### src/rtl/tcp_vlg_tx_arb.sv
// rtl/tcp_vlg_tx_arb.sv - whole-packet round-robin arbiter onto the TCP transmit stream
//
// Purpose:
//   Grants one of N_SRC packet sources at a time (SOF..EOF), muxes its byte
//   lane onto tx_*, enforces GAP_TICKS idle cycles between packets and aborts
//   a granted source that withholds bytes for too long mid-packet.
//
// Ports:
//   clk, rst             clock, asynchronous active-low reset
//   src_req[N]           source has a complete packet pending
//   src_gnt[N]           registered one-hot grant
//   src_rdy[N]           per-source ready (grant & tx_rdy while transferring)
//   src_dat/val/sof/eof  flattened per-source byte lanes
//   src_meta             flattened per-source metadata words
//   tx_dat/val/sof/eof   muxed byte stream toward IPv4
//   tx_meta              metadata of the granted source, latched on grant
//   tx_rdy               downstream ready
//   tx_err               one-cycle pulse on watchdog abort
//   busy                 high whenever not IDLE
//
// Optional feature macro: TCP_VLG_TX_ARB_PRIO0_EN
//   When defined, source 0 wins every arbitration it requests in; the
//   round-robin pointer then rotates over sources 1..N_SRC-1 only.

module tcp_vlg_tx_arb #(
  parameter int N_SRC       = 3,
  parameter int META_W      = 128,
  parameter int GAP_TICKS   = 4,
  parameter int STALL_TICKS = 1000
) (
  input  logic                     clk,
  input  logic                     rst,
  input  logic [N_SRC-1:0]         src_req,
  output logic [N_SRC-1:0]         src_gnt,
  output logic [N_SRC-1:0]         src_rdy,
  input  logic [8*N_SRC-1:0]       src_dat,
  input  logic [N_SRC-1:0]         src_val,
  input  logic [N_SRC-1:0]         src_sof,
  input  logic [N_SRC-1:0]         src_eof,
  input  logic [META_W*N_SRC-1:0]  src_meta,
  output logic [7:0]               tx_dat,
  output logic                     tx_val,
  output logic                     tx_sof,
  output logic                     tx_eof,
  output logic [META_W-1:0]        tx_meta,
  input  logic                     tx_rdy,
  output logic                     tx_err,
  output logic                     busy
);

  localparam int IDX_W    = $clog2(N_SRC);
  localparam int STL_W    = $clog2(STALL_TICKS + 1);
  localparam int GAP_W    = (GAP_TICKS > 1) ? $clog2(GAP_TICKS) : 1;
  localparam int GAP_LAST = (GAP_TICKS > 0) ? GAP_TICKS - 1 : 0;
  localparam int STL_LAST = (STALL_TICKS > 0) ? STALL_TICKS - 1 : 0;

  typedef enum logic [1:0] {
    S_IDLE  = 2'd0,
    S_XFER  = 2'd1,
    S_ABORT = 2'd2,
    S_GAP   = 2'd3
  } state_t;

  state_t              r_state, w_state_nxt;
  logic [N_SRC-1:0]    r_gnt, w_gnt_nxt;
  logic [IDX_W-1:0]    r_idx, w_idx_nxt;
  logic [IDX_W-1:0]    r_rr, w_rr_nxt;
  logic [META_W-1:0]   r_meta, w_meta_nxt;
  logic [STL_W-1:0]    r_stall, w_stall_nxt;
  logic [GAP_W-1:0]    r_gap, w_gap_nxt;

  logic [N_SRC-1:0]    w_req_scan;
  logic [N_SRC-1:0]    w_pick_oh;
  logic [IDX_W-1:0]    w_pick;
  logic                w_found;
  logic [META_W-1:0]   w_pick_meta;
  logic [IDX_W-1:0]    w_rr_adv;
  logic [STL_W-1:0]    w_stall_inc;

  logic [7:0]          w_lane_dat;
  logic                w_lane_val;
  logic                w_lane_sof;
  logic                w_lane_eof;

  // First requester at or after the RR pointer, wrapping.
  always_comb begin
    int j;
    w_req_scan = src_req;
`ifdef TCP_VLG_TX_ARB_PRIO0_EN
    // Source 0 is handled by the priority override below, not the rotation.
    w_req_scan[0] = 1'b0;
`endif
    w_found   = 1'b0;
    w_pick    = '0;
    w_pick_oh = '0;
    for (int k = 0; k < N_SRC; k++) begin
      j = int'(r_rr) + k;
      if (j >= N_SRC) j = j - N_SRC;
      if (!w_found && w_req_scan[j]) begin
        w_found      = 1'b1;
        w_pick       = IDX_W'(j);
        w_pick_oh[j] = 1'b1;
      end
    end
`ifdef TCP_VLG_TX_ARB_PRIO0_EN
    if (src_req[0]) begin
      w_found   = 1'b1;
      w_pick    = '0;
      w_pick_oh = N_SRC'(1);
    end
`endif
  end

  always_comb begin
    w_pick_meta = '0;
    for (int k = 0; k < N_SRC; k++) begin
      if (w_pick_oh[k]) w_pick_meta = src_meta[k*META_W +: META_W];
    end
  end

  // One-hot grant mux; non-granted lanes contribute nothing.
  always_comb begin
    w_lane_dat = '0;
    w_lane_val = 1'b0;
    w_lane_sof = 1'b0;
    w_lane_eof = 1'b0;
    for (int k = 0; k < N_SRC; k++) begin
      if (r_gnt[k]) begin
        w_lane_dat = src_dat[k*8 +: 8];
        w_lane_val = src_val[k];
        w_lane_sof = src_sof[k];
        w_lane_eof = src_eof[k];
      end
    end
  end

  always_comb begin
    w_rr_adv = (r_idx == IDX_W'(N_SRC - 1)) ? '0 : r_idx + IDX_W'(1);
`ifdef TCP_VLG_TX_ARB_PRIO0_EN
    // Priority grants to source 0 leave the rotation untouched.
    if (r_idx == '0) w_rr_adv = r_rr;
`endif
  end

  assign w_stall_inc = r_stall + STL_W'(1);

  always_comb begin
    w_state_nxt = r_state;
    w_gnt_nxt   = r_gnt;
    w_idx_nxt   = r_idx;
    w_rr_nxt    = r_rr;
    w_meta_nxt  = r_meta;
    w_stall_nxt = r_stall;
    w_gap_nxt   = r_gap;
    tx_dat      = '0;
    tx_val      = 1'b0;
    tx_sof      = 1'b0;
    tx_eof      = 1'b0;
    tx_err      = 1'b0;
    src_rdy     = '0;

    case (r_state)
      S_IDLE: begin
        if (w_found) begin
          w_gnt_nxt   = w_pick_oh;
          w_idx_nxt   = w_pick;
          w_meta_nxt  = w_pick_meta;
          w_stall_nxt = '0;
          w_state_nxt = S_XFER;
        end
      end

      S_XFER: begin
        tx_dat  = w_lane_dat;
        tx_val  = w_lane_val;
        tx_sof  = w_lane_sof;
        tx_eof  = w_lane_eof;
        src_rdy = r_gnt & {N_SRC{tx_rdy}};
        if (w_lane_val && tx_rdy) begin
          w_stall_nxt = '0;
          if (w_lane_eof) begin
            w_gnt_nxt   = '0;
            w_rr_nxt    = w_rr_adv;
            w_gap_nxt   = '0;
            w_state_nxt = (GAP_TICKS == 0) ? S_IDLE : S_GAP;
          end
        end else if (!w_lane_val) begin
          // Backpressure with data present is not a stall; only a silent
          // source advances the watchdog.
          w_stall_nxt = w_stall_inc;
          if (w_stall_inc >= STL_W'(STL_LAST)) w_state_nxt = S_ABORT;
        end
      end

      S_ABORT: begin
        // Forced terminator so downstream can close and drop the frame.
        tx_val      = 1'b1;
        tx_eof      = 1'b1;
        tx_err      = 1'b1;
        w_gnt_nxt   = '0;
        w_rr_nxt    = w_rr_adv;
        w_stall_nxt = '0;
        w_gap_nxt   = '0;
        w_state_nxt = (GAP_TICKS == 0) ? S_IDLE : S_GAP;
      end

      S_GAP: begin
        if (r_gap == GAP_W'(GAP_LAST)) w_state_nxt = S_IDLE;
        else                           w_gap_nxt   = r_gap + GAP_W'(1);
      end

      default: w_state_nxt = S_IDLE;
    endcase
  end

  always_ff @(posedge clk or negedge rst) begin
    if (!rst) begin
      r_state <= S_IDLE;
      r_gnt   <= '0;
      r_idx   <= '0;
      r_rr    <= '0;
      r_meta  <= '0;
      r_stall <= '0;
      r_gap   <= '0;
    end else begin
      r_state <= w_state_nxt;
      r_gnt   <= w_gnt_nxt;
      r_idx   <= w_idx_nxt;
      r_rr    <= w_rr_nxt;
      r_meta  <= w_meta_nxt;
      r_stall <= w_stall_nxt;
      r_gap   <= w_gap_nxt;
    end
  end

  assign src_gnt = r_gnt;
  assign tx_meta = r_meta;
  assign busy    = (r_state != S_IDLE);

endmodule

### config.mk
export PLATFORM = sky130hd
export DESIGN_NAME = tcp_vlg_tx_arb
export DESIGN_NICKNAME = d
export VERILOG_FILES = /design/src/rtl/tcp_vlg_tx_arb.sv
export SDC_FILE = /design/constraint.sdc
export NUM_CORES = 1
export LEC_CHECK = 0
export BUFFER_PORTS_ARGS = -buffer_cell sky130_fd_sc_hd__buf_2
export CAP_MARGIN = 5
export CELL_PAD_IN_SITES_DETAIL_PLACEMENT = 2
export CELL_PAD_IN_SITES_GLOBAL_PLACEMENT = 2
export CORE_AREA = 2 2 225 227
export DETAILED_ROUTE_END_ITERATION = 8
export DIE_AREA = 0 0 227 229
export GPL_TIMING_DRIVEN = 0
export HOLD_SLACK_MARGIN = 0.15
export MAX_ROUTING_LAYER = met4
export PLACE_DENSITY_LB_ADDON = 0.25
export SETUP_SLACK_MARGIN = 0.5
export SLEW_MARGIN = 20
export SYNTH_ARGS = -nofsm -noshare
export SYNTH_HDL_FRONTEND = slang
export SYNTH_SLANG_ARGS = --single-unit
### constraint.sdc
create_clock -name clk -period 6.2 [get_ports clk]
set_input_delay 0.62 -clock clk [delete_from_list [all_inputs] [get_ports clk]]
set_output_delay 0.62 -clock clk [all_outputs]
set_load 0.01 [all_outputs]
Word level (Yosys, flattened, before mapping). Cells that the tools add are included.

Bits in registers: 149. Word-level logic and storage cells: 131.

Add/subtract/negate cells: 8. Magnitude comparators: 10. Equality and inequality tests: 13. Mux-type cells: 71. Bitwise gates (word level): 3. Reductions and logical operators: 19.

Operators by type and width (number): two-way mux 128 bit (3); >= comparator 32 x 1 -> 1 bit, second input constant (3); less-than comparator 32 x 4 -> 1 bit, second input constant (3); two-way mux 32 bit (3); two-way mux 8 bit (4); two-way mux 10 bit (3); two-way mux 2 bit (15); one-hot mux 10 bit (3 select lines) (1); two-way mux 1 bit (23); two-way mux 3 bit (7); adder 10 x 1 -> 10 bit, second input constant (1); >= comparator 10 bit, second input constant (1); inequality test 2 bit, second input constant (5); inequality test 3 bit, second input constant (3); one-hot mux 3 bit (3 select lines) (1); == test 2 bit, second input constant (4); one-hot mux 2 bit (4 select lines) (1); AND reduction 4 bit (2); subtractor 3 x 2 -> 4 bit, second input constant (2); binary-select mux 1 bit (select 2 bit) (3); demux 1 bit (select 2 bit) (3); >= comparator 3 x 2 -> 1 bit, second input constant (2); logical AND 1 bit (6); bitwise OR 3 bit (2); other kinds (17) (23).

Logic depth before layout (Yosys ltp). Gate-level depths: netlist of the first run.

Depth after elaboration: 15. Gate-level depth with buffers: 11. Gate-level depth less buffers: 8.

Worst setup path before layout of the first run. No wires, ideal clock.

Path type: input to register. Start point: input port src_req[0]. End point: register r_meta[0] (netlist: tx_meta[0]). Library setup time: 0.127 ns. Arrival: 2.196 ns. Required time: 6.073 ns. Slack: 3.877 ns. Cell stages on the path: 9. Buffers on the path: 3. Cells stage by stage: buf_2 -> mux2i_1 -> mux2i_1 -> a22o_1 -> or2_4 -> buf_6 -> buf_6 -> a221oi_2 -> nor3_2.

Longest elaborated chain between the ends: 13. Elaborated cells between the ends (all ways): 25. Classes of those cells: mux (18); bitwise (2); reduce/logical (5).

RTL lines: from (decl) (RTL line 33) `input logic [N_SRC-1:0] src_req,`; binary-select mux 1 bit (select 2 bit) (RTL line 99) `if (!w_found && w_req_scan[j]) begin`; two-way mux 1 bit (implied by the code) (2 in series) (RTL line 99); two-way mux 1 bit (RTL line 99); zero test 1 bit (RTL line 99); logical AND 1 bit (RTL line 99); two-way mux 1 bit (RTL line 99); zero test 1 bit (RTL line 99); logical AND 1 bit (RTL line 99); two-way mux 3 bit (RTL line 99); two-way mux 128 bit (3 in series) (RTL line 117) `if (w_pick_oh[k]) w_pick_meta = src_meta[k*META_W +: META_W];`; to (signal assigned) (RTL line 230) `r_meta <= w_meta_nxt;`; to (decl) (RTL line 68) `logic [META_W-1:0] r_meta, w_meta_nxt;`.

Parallel ways exist; a longest one is shown, timed or not. The select of a mux whose other input is x is not followed. A chain may end at the register's enable or synchronous reset.

Final worst setup path of the first run.
Start point: register r_rr[0]. End point: register r_meta[47] (netlist: tx_meta[47]).

Longest elaborated chain between the ends: 15. Elaborated cells between the ends (all ways): 51. Classes of those cells: add/sub (5); order compare (9); mux (27); bitwise (2); reduce/logical (8).

RTL lines: from (decl) (RTL line 67) `logic [IDX_W-1:0] r_rr, w_rr_nxt;`; from (signal assigned) (RTL line 229) `r_rr <= w_rr_nxt;`; parallel branches: the longest is 15 deep, another holds >= comparator 32 x 1 -> 1 bit.

Parallel ways; which one is timed is not known. The select of a mux whose other input is x is not followed.

==> impl_metrics.csv, run 1 <==
group,metric,value,unit
clock_network,clock_latency,490,ps
worst_setup_path,crit_buf_inv,4,
routing,wl_per_cell,22.6,um
sta,period_needed,3270,ps
yosys,yosysUniqueCellTypes,65,
yosys,postSynthCellCount,991,
sta,clock_skew,11.5,ps
sta,fin_crit_sh,0.527,
global_route,grt_antenna_before_repair,18,
yosys,yosysSeqAreaShare,0.366,
floorplanning,rows,82,
power_and_ir_drop,clock_power_share,0.424,
floorplanning,pin_count,570,
routing,postRouteAntennaNets,0,
clock_network,root_buffer,"clkbuf_16",
clock_network,clkTransAtPathRegs,70,ps
sta,tightestPinTransition,803,ps
power_and_ir_drop,p_leak,6.66,nW
global_route,grt_util_all_layers,0.204,
power_and_ir_drop,power_density,183,nW/um2
sta,relSlewSlack,0.462,
sta,grt_setup_unrepaired,"false",
power_and_ir_drop,comb_power_share,0.182,
clock_network,cts-resized-gates,0,
global_route,grt_pass1_vias,11900,
yosys,ys.flop_type,"dfrtp_1",
layout,area_growth,42.9,%
floorplanning,initial_core_util,0.205,
yosys,syn_area_per_cell,10.3,um2
worst_setup_path,critPathRequiredTime,6610,ps
clock_network,cts_setup_buffers,0,
power_and_ir_drop,netSwitchingFraction,0.294,
layout,drive_above_1_share,0.567,
worst_setup_path,cp_top_family,"buffers and inverters",
sta,setup_ws,2930,ps
sta,hold_viol,0,
layout,multi_input_area,5650,um2
routing,drt_iter0_drc,257,
routing,route.vias.total,10500,
power_and_ir_drop,fin_total_pwr,2.67,mW
yosys,ys_ff_latch,149,
worst_setup_path,criticalPathCategory,"reg -> reg",
worst_setup_path,cp-end-kind,"register",
routing,firstDrtPassIters,4,
layout,fill_cells,5736,
routing,wl,51.6,mm
layout,nets,2014,
yosys,synth_fp_nets,1425,
power_and_ir_drop,peakVddDrop,124,uV
layout,final_util,0.293,
worst_hold_path,hold_path.class,"in -> reg",
place,dp_slack,2800,ps
power_and_ir_drop,p_int,1.88,mW
sta,maxSlewViolCount,0,
yosys,synth-async-reset-ratio,1.00,
yosys,synth_edf_count,0,
yosys,yosys_warnings,0,
power_and_ir_drop,p_sw,0.786,mW
power_and_ir_drop,p_seq_frac,0.395,
floorplanning,dieArea,52000,um2
clock_network,cts_max_path_buffers,2,
place,gp_congestion,0.850,
layout,final_cells,2283,
place,numPortBuffers,568,
routing,drc,0,
floorplanning,dieHeight,229,um
sta,holdWs,377,ps
layout,seq_area,3730,um2
worst_setup_path,critical_path.slowest_cell,"clkbuf_1",
run,maxCapViolations,0,
global_route,grt_max_degree,81,
layout,finalInstanceArea,14600,um2
global_route,overflow,0,
place,dp.cells,2232,
floorplanning,core,49700,um2
place,post_dp_cell_area,13900,um2
run_status,status,"completed",
worst_setup_path,worstPathArrival,3680,ps
place,place.detailed.hpwl,41.0,mm
worst_setup_path,rrSetupSlack,2930,ps
clock_network,cts.sinks,149,
worst_setup_path,cp_cell_sequence,"inv_1 > ha_1 > clkbuf_4 > mux2i_2 > nor4_1 > o21ai_0 > and2_1 > buf_2 > clkbuf_1 > nor3_1 > nor3_2",
yosys,synth_area,10200,um2
clock_network,cts_buffers,17,
global_route,grt_pass1_wl,75.2,mm
sta,setup-violations-final,0,
clock_network,htree_num_levels,4,
worst_setup_path,path_max_fanout,10,
clock_network,cts_tree,"yes",
worst_setup_path,worstSetupStartpointType,"register",
floorplanning,die_w,227,um
routing,avgViaCountPerCell,4.61,
worst_setup_path,slowest_delay,600,ps
sta,setup_tns,0,ps
sta,max_freq,0.306,GHz
==> logic make-up after synthesis <==
kind of cell,after synthesis,synth area share
buffers and inverters,116,0.0804
adder cells (fa/ha/maj),11,0.0135
AO/OA/AOI/OAI,220,0.245
multiplexers,6,0.00650
AND/OR/NAND/NOR,489,0.289
flip-flops,149,0.366
==> routing by layer <==
layer  GRT usage  routed length (um)  up-vias
met5           -                   0        -
met4      0.0645                 997        0
met3      0.0572                3160       48
met2       0.356               26700      310
met1       0.222               20700     5214
li1            -                   -     4957
==> synthesized netlist by cell type, types with 4 or more instances <==
cell	count	area [um2]
o21ai_0	31	155
buf_4	11	82.6
inv_1	13	48.8
nand3_1	8	40.0
a21oi_1	11	55.1
buf_6	18	203
and3_1	6	37.5
nor2_1	144	541
ha_1	11	138
clkbuf_1	50	188
a221oi_2	121	1820
nor3_1	137	686
and2_1	13	81.3
a221oi_1	8	70.1
nand2b_1	8	50.1
buf_2	11	55.1
buf_12	11	220
nor2b_1	6	37.5
o211ai_1	4	30.0
nand2_1	28	105
nand4_1	5	31.3
a22oi_1	11	82.6
nor3_2	120	1200
dfrtp_1	149	3730
o31ai_1	7	52.6
==> power by group through the flow <==
stage,Clock (mW),Sequential (mW),Combinational [mW]
6_report,1.13,1.05,0.486
5_1_grt,1.21,1.06,0.529
4_1_cts,1.18,1.05,0.497
3_5_place_dp,0,1.07,0.495
3_3_place_gp,0,1.07,0.482
2_1_floorplan,0,1.10,0.165
==> repair_timing <==
| item | 4_1_cts | 5_1_grt |
|---|---|---|
| endpoints found under the setup margin | 0 | 0 |
| endpoints found under the hold margin | 69 | 0 |
| hold buffers | 1 | 0 |
==> state kept, by name (all words and copies together), names as in the netlist <==
| signal | count |
|---|---|
| r_state | 2 |
| tx_meta | 128 |
| r_stall | 10 |
| r_rr | 2 |
| r_gap | 2 |
| src_gnt | 3 |
| r_idx | 2 |
==> worst register-to-register path, cell delays in order, from the launching register on <==
cell	delay (ps)
dfrtp_1	380
inv_1	90
ha_1	360
clkbuf_4	220
mux2i_2	250
nor4_1	80
o21ai_0	230
and2_1	240
buf_2	400
clkbuf_1	600
nor3_1	200
nor3_2	140
==> final cells by class <==
type | instances | area share
well taps | 672 | 0.0577
clock buffers | 20 | 0.0307
multi-input cells | 726 | 0.387
repair buffers | 570 | 0.198
plain buffers | 103 | 0.0530
flip-flops and latches | 149 | 0.256
clock inverters | 12 | 0.0106
inverters | 13 | 0.00335
diodes | 18 | 0.00309
==> layout by cell type, fill, tap and decap left out, types with 13 or more instances in the layout <==
master / synthesis / routed
buf_2: 11 / 578
dfrtp_1: 149 / 149
nor2_1: 144 / 144
nor3_1: 137 / 137
a221oi_2: 121 / 121
nor3_2: 120 / 120
clkbuf_1: 50 / 51
o21ai_0: 31 / 31
nand2_1: 28 / 28
diode_2: 0 / 18
buf_6: 18 / 18
clkbuf_16: 0 / 17
inv_1: 13 / 13
and2_1: 13 / 13
==> path summary, 6_finish.rpt <==
path                                from          end  cells past startpoint
setup / recovery                 r_rr[0]  tx_meta[47]                     11
hold / removal             src_meta[267]  tx_meta[11]                      3
setup reg to reg                 r_rr[0]  tx_meta[47]                     11
hold reg to reg                 r_idx[1]     r_idx[1]                      2
max in group asynchronous            rst  tx_meta[41]                      3
min in group asynchronous            rst   r_state[0]                      2
Note: power is estimated with default switching activity, not from simulation.
==> inputs of run 2 (changes only) <==
--- a/config.mk
+++ b/config.mk
@@ -9,9 +9,9 @@
 export CAP_MARGIN = 5
 export CELL_PAD_IN_SITES_DETAIL_PLACEMENT = 2
 export CELL_PAD_IN_SITES_GLOBAL_PLACEMENT = 2
-export CORE_AREA = 2 2 225 227
+export CORE_ASPECT_RATIO = 0.7
+export CORE_UTILIZATION = 23
 export DETAILED_ROUTE_END_ITERATION = 8
-export DIE_AREA = 0 0 227 229
 export GPL_TIMING_DRIVEN = 0
 export HOLD_SLACK_MARGIN = 0.15
 export MAX_ROUTING_LAYER = met4
==> constraint.sdc (replaced) <==
create_clock -name clk -period 2.75 [get_ports clk]
set_input_delay 0.275 -clock clk [delete_from_list [all_inputs] [get_ports clk]]
set_output_delay 0.275 -clock clk [all_outputs]
set_load 0.01 [all_outputs]
==> run 2 against run 1 <==
Sequential power grew 130%. Sequential share of layout area shrank 5.4 points. Clock skew grew 9.9 ps. Via count grew 14%. Maximum frequency grew 20%. Count of clock-buffer cells in the layout shrank 3. Non-clock buffer count grew 197.
==> impl_metrics.csv, run 2 (synthesized netlist as in run 1, its figures left out) <==
group,metric,value,unit
power_and_ir_drop,peakVddDrop,410,uV
routing,wl_per_cell,25.6,um
layout,final_cell_mix,"buf_2, nor3_2, dlygate4sd3_1, dfrtp_1, nor2_1",
worst_setup_path,worstSetupStartpointType,"register",
worst_setup_path,crit_top_cell,"buf_12",
power_and_ir_drop,p_seq_frac,0.372,
worst_setup_path,cp_cell_sequence,"buf_4 > ha_4 > buf_8 > nor3b_4 > nand3_2 > a21bo_4 > a211oi_4 > buf_6 > buf_12 > buf_12 > a221oi_4 > nor3_2",
floorplanning,dieArea,45200,um2
routing,firstDrtPassIters,4,
place,numPortBuffers,568,
global_route,grt_max_degree,84,
layout,largest_register_ffs,128,
sta,maxSlewViolCount,0,
sta,max_freq,0.368,GHz
worst_setup_path,criticalPathCategory,"reg -> reg",
floorplanning,initial_core_util,0.233,
global_route,grt_antenna_before_repair,21,
layout,final_common_cell,"buf_2",
floorplanning,pin_count,570,
run,maxCapViolations,0,
clock_network,cts_tree,"yes",
sta,relSlewSlack,0.587,
routing,wl,61.6,mm
clock_network,cts.sinks,149,
layout,fill_cells,4647,
power_and_ir_drop,p_leak,7.93,nW
power_and_ir_drop,comb_power_share,0.242,
power_and_ir_drop,p_int,4.30,mW
worst_setup_path,reg2reg_depth,12,
worst_setup_path,worstPathArrival,3070,ps
place,gp_congestion,0.850,
worst_setup_path,cp-end-kind,"register",
layout,drive_above_1_share,0.628,
floorplanning,rows,64,
routing,drc,0,
routing,drt_iter0_drc,422,
global_route,grt_pass1_wl,85.0,mm
layout,nets,2211,
sta,setup-violations-final,0,
worst_hold_path,hold_path.class,"in -> reg",
clock_network,htree_num_levels,4,
sta,grt_setup_unrepaired,"true",
global_route,grt_util_all_layers,0.261,
routing,route.vias.total,12000,
worst_setup_path,path_max_fanout,10,
sta,tightestPinTransition,620,ps
clock_network,root_buffer,"clkbuf_16",
power_and_ir_drop,netSwitchingFraction,0.330,
sta,holdWs,127,ps
sta,fin_crit_sh,0.989,
worst_setup_path,critical_path.slowest_cell,"dfrtp_1",
power_and_ir_drop,power_density,347,nW/um2
sta,hold_viol,0,
power_and_ir_drop,clock_power_share,0.386,
sta,clock_skew,21.4,ps
clock_network,cts_buffers,17,
clock_network,cts_max_path_buffers,2,
routing,postRouteAntennaNets,0,
floorplanning,die_w,254,um
power_and_ir_drop,p_sw,2.12,mW
sta,period_needed,2720,ps
global_route,grt_pass1_vias,13500,
worst_setup_path,slowest_delay,400,ps
run_status,status,"completed",
clock_network,clock_latency,460,ps
layout,final_util,0.423,
worst_hold_path,min_path_cells,3,
routing,avgViaCountPerCell,4.97,
layout,area_growth,81.4,%
floorplanning,dieHeight,178,um
place,place.detailed.hpwl,41.6,mm
worst_setup_path,critPathRequiredTime,3100,ps
clock_network,clkTransAtPathRegs,80,ps
floorplanning,core,43700,um2
global_route,overflow,0,
run 2: layout make-up:
cell class | instances | area [um2] | share of cell area
diodes | 24 | 60.1 | 0.00325
plain buffers | 103 | 1080 | 0.0586
clock buffers | 17 | 425 | 0.0230
clock inverters | 14 | 143 | 0.00771
inverters | 13 | 48.8 | 0.00264
multi-input cells | 726 | 7270 | 0.393
flip-flops and latches | 149 | 3730 | 0.202
well taps | 594 | 743 | 0.0402
repair buffers | 767 | 4990 | 0.270
run 2: worst max-delay path: cells and delay by family (launching register included):
family | cells | cell delay (ps)
DFF | 1 | 400
and+or+nand+nor | 3 | 650
buffers and inverters | 5 | 780
AOI/OAI and AO/OA | 3 | 630
adders and majority gates | 1 | 170
run 2: worst paths after layout:
check | to | slack (ps) | start
max reg2reg | tx_meta[55] | 30 | r_rr[0]
min reg2reg | r_idx[1] | 520 | r_idx[1]
min | tx_meta[93] | 130 | src_meta[221]
max | tx_meta[55] | 30 | r_rr[0]
max in group asynchronous | tx_meta[2] | 1440 | rst
min in group asynchronous | r_stall[7] | 360 | rst
run 2: per-stage QoR:
step           total power [mW]  setup slack [ps]  cells  setup TNS (ps)  area, um2
2_1_floorplan              2.85               503    991               0      10600
3_3_place_gp               3.51             -1390   2153         -242340      14200
3_5_place_dp               3.55              -449   2154          -39040      14300
4_1_cts                    6.35               163   2355               0      17700
5_1_grt                    6.64             -16.1   2404           -16.1      18500
6_report                   6.41              30.5   2407               0      18500
run 2: repair_timing:
action / 4_1_cts / 5_1_grt
endpoints found under the setup margin: 159 / 159
hold buffers: 147 / 6
buffers inserted: 19 / 12
gates cloned: 4 / 10
resized for setup: 170 / 103
pin swaps: 21 / 64
endpoints found under the hold margin: 193 / 5
run 2: metal layers:
| layer | vias to the layer above | GRT usage | wire (um) |
|---|---|---|---|
| met3 | 111 | 0.0613 | 3290 |
| met1 | 6100 | 0.300 | 24700 |
| met5 | - | - | 0 |
| met4 | 0 | 0.111 | 2180 |
| met2 | 410 | 0.437 | 31400 |
| li1 | 5353 | - | - |
run 2: power groups by stage:
stage / Combinational (mW) / Sequential [mW] / Clock (mW)
finish: 1.55 / 2.39 / 2.47
global route: 1.64 / 2.40 / 2.61
CTS: 1.45 / 2.38 / 2.53
detailed placement: 1.13 / 2.42 / 0
global placement: 1.09 / 2.41 / 0
floorplan: 0.381 / 2.47 / 0
==> inputs of run 3 (changes only) <==
--- a/config.mk
+++ b/config.mk
@@ -9,9 +9,9 @@
 export CAP_MARGIN = 5
 export CELL_PAD_IN_SITES_DETAIL_PLACEMENT = 2
 export CELL_PAD_IN_SITES_GLOBAL_PLACEMENT = 2
-export CORE_ASPECT_RATIO = 0.7
-export CORE_UTILIZATION = 23
+export CORE_AREA = 2 2 220 222
 export DETAILED_ROUTE_END_ITERATION = 8
+export DIE_AREA = 0 0 222 224
 export GPL_TIMING_DRIVEN = 0
 export HOLD_SLACK_MARGIN = 0.15
 export MAX_ROUTING_LAYER = met4
==> constraint.sdc (replaced) <==
create_clock -name clk -period 2.85 [get_ports clk]
set_input_delay 0.285 -clock clk [delete_from_list [all_inputs] [get_ports clk]]
set_output_delay 0.285 -clock clk [all_outputs]
set_load 0.01 [all_outputs]
==> run 3 against run 2 <==
Routed wire length down 2.6%. Cell count up 0.71%. Via count down 1.9%. Sequential power down 4%. Clock skew down 7.5 ps. Total power down 2.9%. First-iteration DRC count up 11%. Largest cell class unchanged.
==> impl_metrics.csv, run 3 (synthesized netlist as in run 1, its figures left out) <==
group,metric,value,unit
routing,wl_per_cell,24.8,um
run_status,status,"completed",
floorplanning,die_w,222,um
clock_network,cts_max_path_buffers,2,
sta,fin_crit_sh,0.939,
floorplanning,core,47300,um2
worst_setup_path,worstSetupStartpointType,"register",
floorplanning,rows,80,
place,gp_congestion,0.845,
clock_network,htree_num_levels,4,
routing,route.vias.total,11700,
place,numPortBuffers,568,
global_route,grt_pass1_wl,83.8,mm
worst_setup_path,worstPathArrival,3000,ps
floorplanning,initial_core_util,0.215,
layout,final_util,0.394,
routing,avgViaCountPerCell,4.85,
sta,hold_viol,0,
sta,period_needed,2680,ps
place,dp_slack,-425,ps
sta,grt_setup_unrepaired,"true",
floorplanning,dieHeight,224,um
layout,drive_above_1_share,0.608,
power_and_ir_drop,p_leak,7.91,nW
clock_network,clkTransAtPathRegs,70,ps
worst_setup_path,crit_top_cell,"buf_12",
sta,clock_skew,13.9,ps
global_route,grt_util_all_layers,0.231,
clock_network,cts.sinks,149,
worst_setup_path,critical_path.slowest_cell,"dfrtp_1",
layout,area_growth,83.2,%
place,place.detailed.hpwl,40.8,mm
worst_setup_path,cp_cell_sequence,"inv_2 > ha_4 > clkbuf_16 > and4b_1 > a221oi_4 > a211oi_4 > buf_12 > buf_16 > buf_12 > buf_12 > a221oi_4 > nor3_2",
layout,nets,2208,
worst_setup_path,path_max_fanout,8,
worst_hold_path,hold_path.class,"in -> reg",
clock_network,cts_buffers,17,
sta,tightestPinTransition,643,ps
worst_setup_path,cp-end-kind,"register",
sta,max_freq,0.374,GHz
sta,maxSlewViolCount,0,
routing,drt_iter0_drc,469,
power_and_ir_drop,peakVddDrop,282,uV
layout,final_common_cell,"buf_2",
clock_network,root_buffer,"clkbuf_16",
global_route,grt_pass1_vias,13100,
worst_setup_path,criticalPathCategory,"reg -> reg",
power_and_ir_drop,fin_total_pwr,6.23,mW
worst_setup_path,critPathRequiredTime,3170,ps
global_route,overflow,0,
power_and_ir_drop,power_density,333,nW/um2
global_route,grt_antenna_before_repair,21,
global_route,grt_max_degree,82,
sta,relSlewSlack,0.571,
clock_network,cts_tree,"yes",
floorplanning,pin_count,570,
clock_network,clock_latency,450,ps
layout,fill_cells,5058,
sta,setup_ws,174,ps
floorplanning,dieArea,49700,um2
routing,wl,60.1,mm
routing,firstDrtPassIters,7,
layout,largest_register_ffs,128,
run,maxCapViolations,0,
routing,drc,0,
sta,setup-violations-final,0,
layout,final_cell_mix,"buf_2, nor3_2, dlygate4sd3_1, dfrtp_1, nor2_1",
worst_setup_path,slowest_delay,390,ps
routing,postRouteAntennaNets,0,
## run 3: report_power, final
group	total, mW	internal [mW]	leakage [nW]	switching, mW
sequential	2.30	2.23	1.92	0.0699
combinational	1.57	0.725	5.71	0.840
clock	2.36	1.34	0.280	1.02
## run 3: final cells by class
class / instances / area, um2 / share of cell area
inverters: 13 / 48.8 / 0.00261
flip-flops and latches: 149 / 3730 / 0.200
diodes: 22 / 55.1 / 0.00295
well taps: 615 / 769 / 0.0412
clock buffers: 21 / 460 / 0.0247
clock inverters: 11 / 124 / 0.00663
plain buffers: 103 / 1090 / 0.0584
multi-input cells: 726 / 7390 / 0.396
repair buffers: 764 / 5010 / 0.268
## run 3: what timing repair did
item / in CTS / in global routing
hold buffers: 142 / 13
gates resized for setup: 189 / 171
buffers inserted: 19 / 9
endpoints found under the hold margin: 195 / 9
pin swaps: 19 / 41
gates cloned: 5 / 7
setup endpoints to repair: 157 / 159
## run 3: final timing paths
path	from	endpoint	slack (ps)	depth (start not counted)
setup / recovery	r_rr[0]	tx_meta[96]	170	12
hold / removal	src_meta[233]	tx_meta[105]	140	3
setup reg to reg	r_rr[0]	tx_meta[96]	170	12
hold reg to reg	r_idx[1]	r_idx[1]	530	2
max in group asynchronous	rst	tx_meta[96]	1590	3
min in group asynchronous	rst	src_gnt[1]	390	2
## run 3: routing by layer
layer | GRT usage | wire (um) | up-vias
met5 | - | 0 | -
met4 | 0.0844 | 1570 | 0
met3 | 0.0634 | 3320 | 79
met2 | 0.399 | 31900 | 395
met1 | 0.254 | 23300 | 5924
li1 | - | - | 5349
## run 3: metrics by stage
stage	TNS, ps	hold WS (ps)	cells	cell area [um2]
global route	0	131	2423	18700
CTS	0	150	2373	17200
detailed placement	-25490	297	2175	13800
finish	0	137	2424	18700
floorplan	0	-10.6	991	10200
global placement	-234390	486	2174	13800
## run 3: critical path, delay by kind of cell, from the launching register on
family          cells  cell delay (ps)
buf+inv             6              800
compound gates      3              750
flops               1              390
fa+ha+maj           1              300
simple gates        2              290
